<file path="config.mk">
export PLATFORM = sky130hd
export DESIGN_NAME = msf_low_time_scanner_flat
export DESIGN_NICKNAME = d
export VERILOG_FILES = /design/src/rtl/msf_low_time_scanner_if.sv /design/src/rtl/msf_low_time_scanner.sv /design/src/flat_wrapper.sv
export SDC_FILE = /design/constraint.sdc
export NUM_CORES = 1
export LEC_CHECK = 0
export BUFFER_PORTS_ARGS = -buffer_cell sky130_fd_sc_hd__buf_2
export CORE_ASPECT_RATIO = 1.2
export CORE_UTILIZATION = 39
export CTS_CLUSTER_SIZE = 8
export DETAILED_ROUTE_END_ITERATION = 16
export PLACE_DENSITY_LB_ADDON = 0.15
export SYNTH_ARGS = -nofsm -noshare
export SYNTH_HDL_FRONTEND = slang
export SYNTH_SLANG_ARGS = --single-unit
</file>
<file path="constraint.sdc">
create_clock -name clk -period 3.9 [get_ports clk]
set_input_delay 0.39 -clock clk [delete_from_list [all_inputs] [get_ports clk]]
set_output_delay 0.39 -clock clk [all_outputs]
set_load 0.03 [all_outputs]
</file>
<file path="src/rtl/msf_low_time_scanner_if.sv">
// Bundles the scan request, second-BRAM read port and result signals of the low-time scanner.
// The scanner uses the slave modport; whoever drives requests and models the BRAM uses master.
interface msf_low_time_scanner_if #(
    parameter int DATA_WIDTH = 32,
    parameter int ADDR_WIDTH = 10
);
    logic                  scan_start;
    logic [ADDR_WIDTH-1:0] num_entries;
    logic                  bram_en;
    logic [ADDR_WIDTH-1:0] bram_addr;
    logic [DATA_WIDTH-1:0] bram_rdata;
    logic                  scan_busy;
    logic                  scan_done;
    logic [DATA_WIDTH-1:0] min_value;
    logic [ADDR_WIDTH-1:0] min_index;
    logic [16:0]           low_time;
    logic                  low_time_valid;
    logic                  scan_overrun;

    modport master (
        output scan_start, num_entries, bram_rdata,
        input  bram_en, bram_addr, scan_busy, scan_done, min_value, min_index,
               low_time, low_time_valid, scan_overrun
    );

    modport slave (
        input  scan_start, num_entries, bram_rdata,
        output bram_en, bram_addr, scan_busy, scan_done, min_value, min_index,
               low_time, low_time_valid, scan_overrun
    );
endinterface

</file>
<file path="src/rtl/msf_low_time_scanner.sv">
// Scans the MSF second BRAM once per second for its minimum amplitude (the carrier-off gap)
// and, once the same address has won CONFIRM_SCANS scans in a row, publishes it as low_time.
module msf_low_time_scanner #(
    parameter int DATA_WIDTH     = 32,
    parameter int ADDR_WIDTH     = 10,
    parameter int READ_LATENCY   = 2,
    parameter int LOW_TIME_SHIFT = 3,
    parameter int CONFIRM_SCANS  = 3
) (
    input  logic                     clk,
    input  logic                     resetn,
    msf_low_time_scanner_if.slave    scan_if
);
    typedef enum logic [1:0] {IDLE, ISSUE, DRAIN, COMMIT} state_t;

    localparam logic [16:0]           LOW_TIME_MAX = 17'h1FFFF;
    localparam logic [3:0]            CNT_MAX      = 4'(CONFIRM_SCANS);
    localparam logic [ADDR_WIDTH-1:0] ADDR_ONE     = ADDR_WIDTH'(1);

    state_t                  state_q;
    logic [ADDR_WIDTH-1:0]   n_q;
    logic [ADDR_WIDTH-1:0]   addr_q;
    logic                    en_q;
    logic [READ_LATENCY-1:0] vld_q;
    logic [READ_LATENCY-1:0] vld_d;
    logic [ADDR_WIDTH-1:0]   tag_q [READ_LATENCY];
    logic [DATA_WIDTH-1:0]   run_min_q;
    logic [ADDR_WIDTH-1:0]   run_idx_q;
    logic [DATA_WIDTH-1:0]   min_value_q;
    logic [ADDR_WIDTH-1:0]   min_index_q;
    logic [ADDR_WIDTH-1:0]   cand_q;
    logic [ADDR_WIDTH-1:0]   cand_d;
    logic [3:0]              cnt_q;
    logic [3:0]              cnt_d;
    logic [16:0]             low_time_q;
    logic [16:0]             low_time_d;
    logic [31:0]             shifted;
    logic                    valid_q;
    logic                    busy_q;
    logic                    done_q;
    logic                    overrun_q;

    // Valid bits march alongside the read data so each returned word carries its address.
    assign vld_d[0] = en_q;
    for (genvar gi = 1; gi < READ_LATENCY; gi++) begin : g_vld
        assign vld_d[gi] = vld_q[gi-1];
    end

    always_comb begin
        cand_d = cand_q;
        cnt_d  = cnt_q;
        if (run_idx_q == cand_q) begin
            if (cnt_q < CNT_MAX) cnt_d = cnt_q + 4'd1;
        end else begin
            cand_d = run_idx_q;
            cnt_d  = 4'd1;
        end
    end

    assign shifted    = 32'(run_idx_q) << LOW_TIME_SHIFT;
    assign low_time_d = (shifted > 32'(LOW_TIME_MAX)) ? LOW_TIME_MAX : shifted[16:0];

    always_ff @(posedge clk or negedge resetn) begin
        if (!resetn) begin
            state_q     <= IDLE;
            n_q         <= '0;
            addr_q      <= '0;
            en_q        <= 1'b0;
            vld_q       <= '0;
            for (int i = 0; i < READ_LATENCY; i++) tag_q[i] <= '0;
            run_min_q   <= '1;
            run_idx_q   <= '0;
            min_value_q <= '1;
            min_index_q <= '0;
            cand_q      <= '0;
            cnt_q       <= '0;
            low_time_q  <= '0;
            valid_q     <= 1'b0;
            busy_q      <= 1'b0;
            done_q      <= 1'b0;
            overrun_q   <= 1'b0;
        end else begin
            done_q   <= 1'b0;
            vld_q    <= vld_d;
            tag_q[0] <= addr_q;
            for (int i = 1; i < READ_LATENCY; i++) tag_q[i] <= tag_q[i-1];

            if (scan_if.scan_start && busy_q) overrun_q <= 1'b1;

            // Strict less-than: on a tie the earlier (lower) address keeps the win.
            if (vld_q[READ_LATENCY-1] && (scan_if.bram_rdata < run_min_q)) begin
                run_min_q <= scan_if.bram_rdata;
                run_idx_q <= tag_q[READ_LATENCY-1];
            end

            case (state_q)
                IDLE: begin
                    if (scan_if.scan_start) begin
                        if (scan_if.num_entries != '0) begin
                            n_q       <= scan_if.num_entries;
                            run_min_q <= '1;
                            run_idx_q <= '0;
                            busy_q    <= 1'b1;
                            en_q      <= 1'b1;
                            addr_q    <= '0;
                            state_q   <= ISSUE;
                        end else begin
                            done_q <= 1'b1;
                        end
                    end
                end
                ISSUE: begin
                    if (addr_q == n_q - ADDR_ONE) begin
                        en_q    <= 1'b0;
                        state_q <= DRAIN;
                    end else begin
                        addr_q <= addr_q + ADDR_ONE;
                    end
                end
                DRAIN: begin
                    // Leave once the last in-flight word is being compared this cycle.
                    if (vld_d == '0) state_q <= COMMIT;
                end
                COMMIT: begin
                    min_value_q <= run_min_q;
                    min_index_q <= run_idx_q;
                    cand_q      <= cand_d;
                    cnt_q       <= cnt_d;
                    if (cnt_d == CNT_MAX) begin
                        low_time_q <= low_time_d;
                        valid_q    <= 1'b1;
                    end
                    done_q  <= 1'b1;
                    busy_q  <= 1'b0;
                    state_q <= IDLE;
                end
                default: state_q <= IDLE;
            endcase
        end
    end

    assign scan_if.bram_en        = en_q;
    assign scan_if.bram_addr      = addr_q;
    assign scan_if.scan_busy      = busy_q;
    assign scan_if.scan_done      = done_q;
    assign scan_if.min_value      = min_value_q;
    assign scan_if.min_index      = min_index_q;
    assign scan_if.low_time       = low_time_q;
    assign scan_if.low_time_valid = valid_q;
    assign scan_if.scan_overrun   = overrun_q;
endmodule

</file>
<file path="src/flat_wrapper.sv">
// flat-port wrapper written by rule: the top's interface ports become plain ports
module msf_low_time_scanner_flat 
#(
    parameter int DATA_WIDTH     = 32,
    parameter int ADDR_WIDTH     = 10,
    parameter int READ_LATENCY   = 2,
    parameter int LOW_TIME_SHIFT = 3,
    parameter int CONFIRM_SCANS  = 3
)
  (clk, resetn, scan_if_scan_start, scan_if_num_entries, scan_if_bram_rdata, scan_if_bram_en, scan_if_bram_addr, scan_if_scan_busy, scan_if_scan_done, scan_if_min_value, scan_if_min_index, scan_if_low_time, scan_if_low_time_valid, scan_if_scan_overrun);
  msf_low_time_scanner_if #(.DATA_WIDTH(DATA_WIDTH), .ADDR_WIDTH(ADDR_WIDTH)) scan_if_i ();
  input  logic clk;
  input  logic resetn;
  input wire logic [$bits(scan_if_i.scan_start)-1:0] scan_if_scan_start;
  input wire logic [$bits(scan_if_i.num_entries)-1:0] scan_if_num_entries;
  input wire logic [$bits(scan_if_i.bram_rdata)-1:0] scan_if_bram_rdata;
  output wire logic [$bits(scan_if_i.bram_en)-1:0] scan_if_bram_en;
  output wire logic [$bits(scan_if_i.bram_addr)-1:0] scan_if_bram_addr;
  output wire logic [$bits(scan_if_i.scan_busy)-1:0] scan_if_scan_busy;
  output wire logic [$bits(scan_if_i.scan_done)-1:0] scan_if_scan_done;
  output wire logic [$bits(scan_if_i.min_value)-1:0] scan_if_min_value;
  output wire logic [$bits(scan_if_i.min_index)-1:0] scan_if_min_index;
  output wire logic [$bits(scan_if_i.low_time)-1:0] scan_if_low_time;
  output wire logic [$bits(scan_if_i.low_time_valid)-1:0] scan_if_low_time_valid;
  output wire logic [$bits(scan_if_i.scan_overrun)-1:0] scan_if_scan_overrun;
  assign scan_if_i.scan_start = scan_if_scan_start;
  assign scan_if_i.num_entries = scan_if_num_entries;
  assign scan_if_i.bram_rdata = scan_if_bram_rdata;
  assign scan_if_bram_en = scan_if_i.bram_en;
  assign scan_if_bram_addr = scan_if_i.bram_addr;
  assign scan_if_scan_busy = scan_if_i.scan_busy;
  assign scan_if_scan_done = scan_if_i.scan_done;
  assign scan_if_min_value = scan_if_i.min_value;
  assign scan_if_min_index = scan_if_i.min_index;
  assign scan_if_low_time = scan_if_i.low_time;
  assign scan_if_low_time_valid = scan_if_i.low_time_valid;
  assign scan_if_scan_overrun = scan_if_i.scan_overrun;
  msf_low_time_scanner #(.DATA_WIDTH(DATA_WIDTH), .ADDR_WIDTH(ADDR_WIDTH), .READ_LATENCY(READ_LATENCY), .LOW_TIME_SHIFT(LOW_TIME_SHIFT), .CONFIRM_SCANS(CONFIRM_SCANS)) u_core (.clk(clk), .resetn(resetn), .scan_if(scan_if_i));
endmodule
</file>
---- Word-level counts from Yosys, hierarchy flattened ----
Cells that the tools add are included.
storage, ports and cells
  bits in latches ......................... 0
  bits of input ports ..................... 45
  bits in registers ....................... 164
  ROM bits ................................ 0
  logic and storage cells ................. 78
  memory bits (writable) .................. 0
  memories kept ........................... 0
cells by class
  order comparisons ....................... 3
  divide/modulo/power cells ............... 0
  multiply operators ...................... 0
  bitwise operators ....................... 1
  reductions and logical operators ........ 14
  equality and inequality tests ........... 11
  multiplexer cells ....................... 28
  shift-type cells ........................ 0
  $add $sub $neg .......................... 3
operator list
  cell                                                             number
  2-to-1 mux 32 bit                                                4
  2-to-1 mux 10 bit                                                7
  < comparator 32 bit                                              1
  equality test 10 bit                                             2
  one-hot mux 10 bit (2 select lines)                              1
  greater-than comparator 13 x 17 -> 1 bit, second input constant  1
  2-to-1 mux 17 bit                                                1
  AND reduction 4 bit                                              3
  adder 10 x 1 -> 10 bit, second input constant                    1
  nonzero test 10 bit                                              1
  subtractor 10 x 1 -> 10 bit, second input constant               1
  2-to-1 mux 2 bit                                                 4
  2-to-1 mux 4 bit                                                 2
  one-hot mux 2 bit (4 select lines)                               1
  inequality test 2 x 1 -> 1 bit, second input constant            3
  one-hot mux 1 bit (2 select lines)                               3
  AND reduction 3 bit                                              2
  2-to-1 mux 1 bit                                                 5
  adder 4 x 1 -> 4 bit, second input constant                      1
  equality test 2 bit, second input constant                       2
  equality test 4 x 2 -> 1 bit, second input constant              1
  logical NOT 2 bit                                                2
  < comparator 4 x 2 -> 1 bit, second input constant               1
  inequality test 2 bit, second input constant                     2
  5 further kinds                                                  8

---- Longest topological paths before layout ----
Gate-level depths: netlist of run 1.
  word-level depth ........................ 6
  mapped depth ............................ 11
  depth with buffers taken out ............ 9

---- Worst setup path before layout of run 1 ----
No wires, ideal clock.
  path kind ............................... register to register
  start point ............................. reg u_core.run_min_q[6]
  end point ............................... reg u_core.run_min_q[14]
  data required time ...................... 3823 ps
  path slack .............................. 1250 ps
  data arrival time ....................... 2572 ps
  period minus slack after synthesis ...... 2650 ps
  cell stages (with the launch flop) ...... 12
  cell sequence ........................... dfstp_2 > inv_1 > ha_1 > o21a_1 > o21ai_0 > a2111oi_0 > a211oi_1 > o31ai_1 > clkbuf_1 > buf_1 > nor3_1 > a31oi_1
between the ends
  word-level cells in the longest chain between the ends .. 6
RTL lines
  item                    RTL line                    source
  from (decl)             msf_low_time_scanner.sv:27  logic [DATA_WIDTH-1:0] run_min_q;
  from (signal assigned)  msf_low_time_scanner.sv:92  run_min_q <= scan_if.bram_rdata;
  < comparator 32 bit *   msf_low_time_scanner.sv:91  if (vld_q[READ_LATENCY-1] && (scan_if.bram_rdata < run_min_q)) begin
  logical AND 1 bit *     msf_low_time_scanner.sv:91
  2-to-1 mux 32 bit *     msf_low_time_scanner.sv:91
  2-to-1 mux 32 bit       msf_low_time_scanner.sv:99  if (scan_if.num_entries != '0) begin
  2-to-1 mux 32 bit       msf_low_time_scanner.sv:98  if (scan_if.scan_start) begin
  2-to-1 mux 32 bit *     msf_low_time_scanner.sv:96  case (state_q)
Mark *: on every way between the ends. The rest lies on a longest branch, timed or not.
A chain may end at the register's enable or synchronous reset.

---- Worst setup path in the final report of run 1 ----
  start point ............................. reg u_core.run_min_q[6]
  end point ............................... reg u_core.run_idx_q[1]
between the ends
  word-level cells in the longest chain between the ends .. 6
RTL lines
  item                   RTL line                    source
  < comparator 32 bit *  msf_low_time_scanner.sv:91
  logical AND 1 bit *    msf_low_time_scanner.sv:91
  2-to-1 mux 10 bit *    msf_low_time_scanner.sv:91
  2-to-1 mux 10 bit      msf_low_time_scanner.sv:99
  2-to-1 mux 10 bit      msf_low_time_scanner.sv:98
  2-to-1 mux 10 bit *    msf_low_time_scanner.sv:96
  to (signal assigned)   msf_low_time_scanner.sv:93  run_idx_q <= tag_q[READ_LATENCY-1];
  to (decl)              msf_low_time_scanner.sv:28  logic [ADDR_WIDTH-1:0] run_idx_q;
Marked as above.

==> run_results.csv, run 1 <==
group,metric,value,unit
sta,fin_skew,0.00958,ns
yosys,netlist_instances,668,
clocking,cts_root_buf,"clkbuf_16",
run,max_cap_viol_count,0,
hold_path,whs_path_depth,3,
placed_design,hpwl,10600,um
sta,fmax,0.353,GHz
sta,finalCriticalPeriod,2.83,ns
power_and_ir_drop,p_leak,4.12,nW
floorplan,io_pins,119,
grt,met1_usage,21.9,%
final_layout,fin_util,47.5,%
floorplan,num_rows,54,
power_and_ir_drop,vdd_drop_max,0.494,mV
setup_path,worst_setup_path_end_kind,"flip-flop",
sta,setup_violations,0,
final_layout,mostFrequentLayoutCells,"buf_2, dfrtp_1, nand2_1",
route,firstDrtPassIters,5,
clocking,clock_sinks,157,
yosys,yosysSeqAreaShare,54.9,%
route,ant_nets,0,
sta,setup_ws,1.07,ns
grt,grt.overflow.total,0,
floorplan,fp.dieH,152,um
final_layout,mostFrequentLayoutCell,"buf_2",
setup_path,cp_slowest_cell,"a211oi_1",
sta,rsz0062_at_grt,"false",
final_layout,drive_above_1_share,34.6,%
floorplan,coreArea,18200,um2
clocking,cts_setup_buffers,0,
grt,antenna_found_initial,0,
final_layout,diodes,0,
sta,fin_crit_sh,72.6,%
grt,top_usage_layer,"met2",
sta,finalHoldViolations,0,
final_layout,syn_to_final_growth,18.7,%
hold_path,hp-class,"in -> reg",
setup_path,r2r_cells,10,
route,vias,5195,
setup_path,r2r-end,"u_core.run_idx_q[1]",
setup_path,worst-path-max-fanout,84,
grt,use_met3,3.24,%
clocking,clk_pin_slew_worst_paths,0.07,ns
hold_path,min_from,"scan_if_num_entries[8]",
setup_path,crit_arrival,3.11,ns
final_layout,nets,853,
clocking,numCtsBuffers,17,
sta,slew_headroom,36.9,%
floorplan,initial_core_util,40.0,%
sta,setup_tns,0,ns
clocking,cts_max_level,4,
yosys,async_reset_ff_share,100,%
setup_path,r2r_slack,1.07,ns
clocking,cts_tree,"done",
placed_design,io_buffers,111,
yosys,synth_cell_type_count,55,
setup_path,critical_path_class,"reg -> reg",
floorplan,die-area,19300,um2
clocking,clk_latency,0.41,ns
grt,grt_util_all_layers,17.2,%
sta,slew_violations,0,
setup_path,required,4.18,ns
route,via_per_inst,5.16,
hold_path,hold_end,"u_core.n_q[8]",
setup_path,worst_setup_path_start_kind,"flip-flop",
grt,grt_start_max_net_pins,94,
yosys,syn_area_per_cell,10.9,um2
setup_path,critPathMaxStageDelay,0.64,ns
yosys,ys_warn_count,0,
route,initialDrtViolationCount,332,
yosys,synth-edff-count,0,
power_and_ir_drop,pwr_density_cell,841,nW/um2
floorplan,die_w,127,um
route,wirelength,15400,um
final_layout,nFillCells,1703,
placed_design,dpl_worst_slack,1.14,ns
placed_design,globalplace.congestion,0.795,
setup_path,cp_cell_sequence,"inv_1 > ha_1 > a21o_1 > a211oi_1 > o21ai_0 > a211oi_1 > o31ai_4 > buf_12 > nand3_1 > o21ai_0",
clocking,clk_path_buf_depth,2,
route,drt-wirelength-per-cell,15.3,um
route,drc_errors,0,
grt,grt_pass1_vias,5382,
yosys,yosys_most_used_dff,"dfrtp_1",
setup_path,rr_startpoint,"u_core.run_min_q[6]",
grt,grt_pass1_wl,26500,um
grt,met2_usage,28.7,%
yosys,ys_ff_latch,157,
sta,worst_slew_pin_slew,0.947,ns
run_status,status,"completed",
yosys,netlist_area,7300,um2
==> registers in the layout, indices dropped and copies added (netlist names) <==
signal	flops
u_core.scan_if.low_time_valid	1
u_core.scan_if.min_value	32
u_core.run_min_q	32
u_core.state_q	2
u_core.tag_q	20
u_core.scan_if.min_index	10
u_core.cnt_q	4
u_core.n_q	10
u_core.scan_if.low_time	10
u_core.scan_if.scan_busy	1
u_core.scan_if.bram_en	1
u_core.scan_if.bram_addr	10
u_core.scan_if.scan_overrun	1
u_core.vld_q	2
u_core.run_idx_q	10
u_core.scan_if.scan_done	1
u_core.cand_q	10
==> Yosys cell counts (all sizes together), types with 2 or more instances <==
master | n | area share (%)
nand3b | 2 | 0.21
dfstp | 64 | 23
or4 | 4 | 0.46
nand3 | 18 | 1.2
nor3 | 36 | 2.5
a21oi | 19 | 1.3
or3 | 6 | 0.51
mux2 | 47 | 7.3
mux2i | 2 | 0.27
nor4 | 7 | 0.69
nand2 | 66 | 3.4
o21a | 4 | 0.41
a211oi | 2 | 0.21
nand4 | 4 | 0.34
ha | 38 | 6.5
nor2 | 11 | 0.57
xor2 | 10 | 1.2
a221oi | 2 | 0.24
o31ai | 4 | 0.41
a21o | 7 | 0.72
dfrtp | 93 | 32
clkbuf | 21 | 1.1
a2111oi | 3 | 0.45
xnor2 | 10 | 1.2
a31oi | 33 | 2.8
and4 | 3 | 0.36
o221a | 2 | 0.31
nand2b | 3 | 0.26
o21ai | 45 | 3.1
and3 | 5 | 0.43
and2 | 3 | 0.26
inv | 60 | 3.1
or2 | 2 | 0.17
buf | 19 | 1.6
==> layer usage <==
metal	wire [um]	vias up	part of all wire, %
li1	-	2544	-
met1	7090	2542	46
met2	7550	88	49
met3	416	21	2.7
met4	318	0	2.1
met5	0	-	0
==> worst max-delay path: cells and delay by family (launching register included) <==
family | cells | cell delay [ns]
flip-flops | 1 | 0.53
buffers and inverters | 2 | 0.28
AO/OA/AOI/OAI | 6 | 1.41
adder cells (fa/ha/maj) | 1 | 0.29
AND/OR/NAND/NOR | 1 | 0.13
==> power breakdown <==
| part | switching (mW) | total, mW | leakage (nW) | internal (mW) |
|---|---|---|---|---|
| Combinational | 1.82 | 2.90 | 1.92 | 1.09 |
| Sequential | 0.362 | 2.74 | 1.92 | 2.38 |
| Clock | 0.663 | 1.64 | 0.279 | 0.981 |
==> stage by stage <==
stage	instance area [um2]	cells	total power [mW]	hold slack (ns)
after floorplan	7320	674	4.92	0.0944
after global placement	8060	974	5.61	0.332
after detailed placement	8060	974	5.71	0.339
after CTS	8660	1007	7.39	0.166
after global routing	8660	1007	7.82	0.176
final	8660	1007	7.29	0.182
==> final cells by class <==
type	instances	area (um2)	share of cell area (%)
inverter	60	225	2.60
sequential	157	4010	46.3
clock buffer	20	457	5.27
tap	224	280	3.24
clock inverter	12	135	1.56
timing repair buffer	117	634	7.32
multi-input combinational	417	2920	33.7
==> repair_timing <==
item,4_1_cts,5_1_grt
endpoints found under the hold margin,15,0
gates resized for setup,0,0
setup endpoints to repair,0,0
hold buffers,1,0
==> worst max-delay path by stage <==
| stage | start | to | cells after the start |
|---|---|---|---|
| floorplan | u_core.run_min_q[6] | u_core.run_min_q[14] | 11 |
| global placement | u_core.run_min_q[6] | u_core.run_min_q[7] | 10 |
| detailed placement | u_core.run_min_q[6] | u_core.run_min_q[2] | 10 |
| CTS | u_core.run_min_q[6] | u_core.run_idx_q[1] | 10 |
| global route | u_core.run_min_q[6] | u_core.run_min_q[13] | 10 |
| finish | u_core.run_min_q[6] | u_core.run_idx_q[1] | 10 |
==> kinds of logic (layout without fill, tap and decap cells) <==
| family | Yosys count | in the layout | synth area share, % |
|---|---|---|---|
| simple gates | 173 | 173 | 11.7 |
| flops | 157 | 157 | 54.9 |
| compound gates | 130 | 130 | 11.2 |
| buf+inv | 100 | 209 | 5.74 |
| mux | 49 | 49 | 7.53 |
| fa+ha+maj | 38 | 38 | 6.52 |
| xor+xnor | 20 | 20 | 2.40 |
| other cells | 1 | 7 | 0.0514 |
(Power assumes the default switching activity.)
==> run 2, diff against run 1 <==
==> constraint.sdc (replaced) <==
create_clock -name clk -period 2.6 [get_ports clk]
set_input_delay 0.26 -clock clk [delete_from_list [all_inputs] [get_ports clk]]
set_output_delay 0.26 -clock clk [all_outputs]
set_load 0.03 [all_outputs]
==> run_results.csv, run 2 (same netlist as run 1, synthesis figures left out) <==
group,metric,value,unit
setup_path,required,2.92,ns
clocking,cts_tree,"done",
floorplan,die-area,19300,um2
clocking,clock_sinks,157,
route,wirelength,16900,um
grt,grt_pass1_wl,26700,um
clocking,cts_max_level,4,
sta,fmax,0.397,GHz
placed_design,globalplace.congestion,0.824,
final_layout,nets,884,
run_status,status,"completed",
setup_path,critPathMaxStageDelay,0.53,ns
hold_path,hp-class,"in -> reg",
sta,rsz0062_at_grt,"true",
run,max_cap_viol_count,0,
sta,slew_violations,0,
placed_design,dpl_worst_slack,-0.0996,ns
final_layout,drive_above_1_share,42.9,%
route,firstDrtPassIters,4,
route,drt-wirelength-per-cell,16.3,um
grt,grt_pass1_vias,5338,
floorplan,die_w,127,um
grt,grt_start_max_net_pins,55,
setup_path,worst-path-max-fanout,8,
power_and_ir_drop,p_leak,4.35,nW
grt,grt_util_all_layers,17.6,%
grt,antenna_found_initial,0,
sta,finalHoldViolations,0,
final_layout,regArea,4010,um2
sta,worst_slew_pin_slew,1.29,ns
route,initialDrtViolationCount,264,
route,via_per_inst,5.16,
power_and_ir_drop,vdd_drop_max,0.567,mV
floorplan,io_pins,119,
floorplan,coreArea,18200,um2
clocking,numCtsBuffers,17,
sta,slew_headroom,14.3,%
sta,finalCriticalPeriod,2.52,ns
floorplan,initial_core_util,40.0,%
final_layout,nFillCells,1628,
route,ant_nets,0,
grt,grt.overflow.total,0,
setup_path,critical_path_class,"reg -> reg",
sta,fin_skew,0.00740,ns
sta,setup_ws,0.0822,ns
setup_path,crit_arrival,2.84,ns
floorplan,num_rows,54,
final_layout,diodes,0,
power_and_ir_drop,pwr_density_cell,1300,nW/um2
setup_path,cp_cell_sequence,"inv_1 > ha_4 > and4_1 > a221o_1 > a221oi_2 > buf_4 > o31ai_4 > buf_6 > clkbuf_16 > nor3_4 > a31oi_4",
final_layout,multi_input_area,3320,um2
setup_path,worst_setup_path_start_kind,"flip-flop",
final_layout,mostFrequentLayoutCells,"buf_2, dfrtp_1, nand2_1",
sta,setup_violations,0,
clocking,clk_latency,0.42,ns
setup_path,cp_slowest_cell,"dfstp_2",
placed_design,io_buffers,111,
route,vias,5356,
final_layout,syn_to_final_growth,28.6,%
sta,setup_tns,0,ns
clocking,clk_pin_slew_worst_paths,0.06,ns
floorplan,fp.dieH,152,um
route,drc_errors,0,
placed_design,hpwl,11100,um
clocking,clk_path_buf_depth,2,
clocking,cts_root_buf,"clkbuf_16",
final_layout,mostFrequentLayoutCell,"buf_2",
setup_path,worst_setup_path_end_kind,"flip-flop",
sta,fin_crit_sh,96.8,%
==> run 2: metrics by stage <==
step	std cells	hold slack [ns]	power, mW	instance area, um2	util [%]
after floorplan	674	-0.0356	7.39	7320	-
after global placement	994	0.255	8.54	8200	44.9
after detailed placement	994	0.263	8.69	8200	44.9
after CTS	1027	0.0291	11.2	8810	48.3
after global routing	1038	0.0426	12.9	9380	51.4
final	1038	0.0424	12.2	9380	51.4
==> run 2: worst paths after layout <==
path / start / endpoint / slack, ns / cells past startpoint
worst min-delay path: scan_if_num_entries[4] / u_core.n_q[4] / 0.04 / 3
worst min register to register: u_core.tag_q[14] / u_core.tag_q[4] / 0.35 / 0
worst max register to register: u_core.run_min_q[22] / u_core.run_min_q[22] / 0.08 / 11
min in group asynchronous: resetn / u_core.scan_if.bram_addr[5] / 0.36 / 2
max in group asynchronous: resetn / u_core.tag_q[8] / 1.47 / 3
worst max-delay path: u_core.run_min_q[22] / u_core.run_min_q[22] / 0.08 / 11
==> run 2: what timing repair did <==
item / 4_1_cts / 5_1_grt
pin swaps: 1 / 15
endpoints found under the hold margin: 32 / 0
buffers inserted: 0 / 6
cloned: 0 / 5
hold buffers: 1 / 0
setup endpoints to repair: 39 / 52
resized for setup: 10 / 78
==> run 2: metal layers <==
layer / wire (um) / share of wire [%] / GRT usage (%) / vias up
li1: - / - / - / 2593
met1: 7750 / 46 / 22.5 / 2646
met2: 8400 / 50 / 29.4 / 100
met3: 539 / 3.2 / 3.66 / 17
met4: 218 / 1.3 / 6.52 / 0
met5: 0 / 0 / 0 / -
==> run 2: cell type report <==
type,instances,area share [%]
multi-input cells,417,35.4
inverters,60,2.43
flip-flops and latches,157,42.7
clock inverters,12,1.33
well taps,224,2.99
clock buffers,20,4.65
repair buffers,148,10.5
==> run 2: report_power, final <==
part           switching, mW  leakage (nW)  internal, mW
combinational           3.29          2.16          2.39
clock                  0.983         0.272          1.41
sequential             0.530          1.92          3.57
total                   4.80          4.35          7.37
==> run 2: worst max-delay path, delay by kind of cell, from the launching register on <==
family / cells / cell delay, ns
AOI/OAI and AO/OA: 4 / 0.70
adders and majority gates: 1 / 0.23
buffers and inverters: 4 / 0.56
DFF: 1 / 0.53
and+or+nand+nor: 2 / 0.40
==> run 3, diff against run 2 <==
--- a/config.mk
+++ b/config.mk
@@ -11,6 +11,7 @@
 export CTS_CLUSTER_SIZE = 8
 export DETAILED_ROUTE_END_ITERATION = 16
 export PLACE_DENSITY_LB_ADDON = 0.15
+export REMOVE_ABC_BUFFERS = 1
 export SYNTH_ARGS = -nofsm -noshare
 export SYNTH_HDL_FRONTEND = slang
 export SYNTH_SLANG_ARGS = --single-unit
==> run_results.csv, run 3 (same netlist as run 1, synthesis figures left out) <==
group,metric,value,unit
floorplan,die_w,127,um
sta,setup_tns,0,ns
floorplan,initial_core_util,40.0,%
clocking,numCtsBuffers,17,
grt,grt.overflow.total,0,
route,drc_errors,0,
sta,fin_crit_sh,99.5,%
final_layout,nFillCells,1643,
clocking,cts_tree,"done",
power_and_ir_drop,vdd_drop_max,0.587,mV
grt,grt_start_max_net_pins,73,
sta,worst_slew_pin_slew,1.13,ns
sta,slew_headroom,24.5,%
power_and_ir_drop,pwr_density_cell,1340,nW/um2
final_layout,drive_above_1_share,43.3,%
setup_path,worst_setup_path_end_kind,"flip-flop",
sta,setup_violations,0,
grt,antenna_found_initial,0,
setup_path,r2r_slack,0.01,ns
final_layout,mostFrequentLayoutCells,"buf_2, dfrtp_1, nand2_1",
grt,grt_pass1_vias,5623,
setup_path,r2r_cells,7,
sta,fin_skew,0.00769,ns
setup_path,cp_cell_sequence,"or4_4 > or3_4 > a2111oi_4 > o221a_4 > a21oi_4 > nor2_2 > mux2_4",
grt,grt_pass1_wl,28100,um
clocking,cts_root_buf,"clkbuf_16",
floorplan,num_rows,54,
final_layout,mostFrequentLayoutCell,"buf_2",
route,via_per_inst,5.21,
setup_path,required,2.91,ns
clocking,clk_latency,0.42,ns
final_layout,final_cells,1037,
placed_design,dp.cells,993,
route,ant_nets,0,
route,firstDrtPassIters,4,
setup_path,rr_startpoint,"u_core.n_q[2]",
run,max_cap_viol_count,0,
hold_path,whs_path_depth,3,
route,drt-wirelength-per-cell,16.8,um
setup_path,critPathMaxStageDelay,0.54,ns
sta,fmax,0.386,GHz
final_layout,syn_to_final_growth,29.8,%
setup_path,critical_path_class,"reg -> reg",
setup_path,r2r-end,"u_core.state_q[1]",
setup_path,crit_arrival,2.89,ns
floorplan,coreArea,18200,um2
power_and_ir_drop,p_leak,4.41,nW
hold_path,hold_end,"u_core.n_q[3]",
sta,finalHoldViolations,0,
route,wirelength,17400,um
placed_design,globalplace.congestion,0.773,
clocking,cts_max_level,4,
setup_path,cp_slowest_cell,"or4_4",
clocking,clk_path_buf_depth,2,
sta,finalCriticalPeriod,2.59,ns
placed_design,io_buffers,111,
run_status,status,"completed",
setup_path,worst-path-max-fanout,4,
final_layout,nets,883,
route,vias,5400,
floorplan,io_pins,119,
route,initialDrtViolationCount,271,
hold_path,min_from,"scan_if_num_entries[3]",
floorplan,die-area,19300,um2
floorplan,fp.dieH,152,um
clocking,clk_pin_slew_worst_paths,0.06,ns
sta,slew_violations,0,
final_layout,diodes,0,
sta,rsz0062_at_grt,"true",
clocking,clock_sinks,157,
hold_path,hp-class,"in -> reg",
power_and_ir_drop,finalPower,12.6,mW
final_layout,fin_util,51.9,%
placed_design,hpwl,11100,um
setup_path,worst_setup_path_start_kind,"flip-flop",
grt,grt_util_all_layers,18.4,%
==> run 3: critical path: cells and delay by family, from the launching register on <==
family | cells | cell delay (ns)
AOI/OAI and AO/OA | 3 | 0.75
muxes | 1 | 0.32
and+or+nand+nor | 3 | 1.04
DFF | 1 | 0.37
==> run 3: how the worst max path moves through the flow <==
stage / startpoint / endpoint / slack, ns / cells after the start
final: u_core.n_q[2] / u_core.state_q[1] / 0.01 / 7
after CTS: u_core.n_q[0] / u_core.scan_if.bram_addr[9] / 0.006 / 9
after global placement: u_core.run_min_q[6] / u_core.run_min_q[4] / -0.11 / 10
after global routing: u_core.run_min_q[19] / u_core.run_min_q[1] / -0.11 / 12
after detailed placement: u_core.run_min_q[6] / u_core.run_min_q[1] / -0.18 / 10
after floorplan: u_core.run_min_q[6] / u_core.run_idx_q[0] / -4.06 / 8
==> run 3: through the flow <==
stage / hold slack, ns / worst slack [ns] / cell area [um2]
6_report: 0.0449 / 0.0126 / 9470
5_1_grt: 0.0424 / -0.105 / 9470
4_1_cts: 0.0242 / 0.00584 / 9040
3_5_place_dp: 0.335 / -0.182 / 8240
3_3_place_gp: 0.331 / -0.107 / 8240
2_1_floorplan: -0.0356 / -4.06 / 7130
==> run 3: where the power goes <==
part	switching, mW	internal (mW)
clock	1.02	1.83
sequential	0.527	3.57
combinational	3.34	2.36
total	4.89	7.76
==> run 3: routing by layer <==
layer | up-vias | share of wire [%] | track usage (%)
li1 | 2588 | - | -
met1 | 2715 | 45 | 23.4
met2 | 80 | 51 | 31.0
met3 | 17 | 2.4 | 3.98
met4 | 0 | 1.3 | 6.24
met5 | - | 0 | 0
==> run 3: cell type report <==
cell class / instances / area (um2) / area share [%]
tap: 224 / 280 / 2.96
clock inverter: 14 / 238 / 2.51
sequential: 157 / 4010 / 42.3
inverter: 60 / 225 / 2.38
clock buffer: 18 / 439 / 4.64
multi-input combinational: 418 / 3310 / 34.9
timing repair buffer: 146 / 968 / 10.2
==> run 3: what timing repair did <==
action                                 in CTS  in global routing
hold buffers                                1                  0
setup endpoints to repair                  43                 51
pin swaps                                   5                 17
gates cloned                                1                  4
resized for setup                          14                 71
setup buffers                               4                  2
endpoints found under the hold margin      37                  0
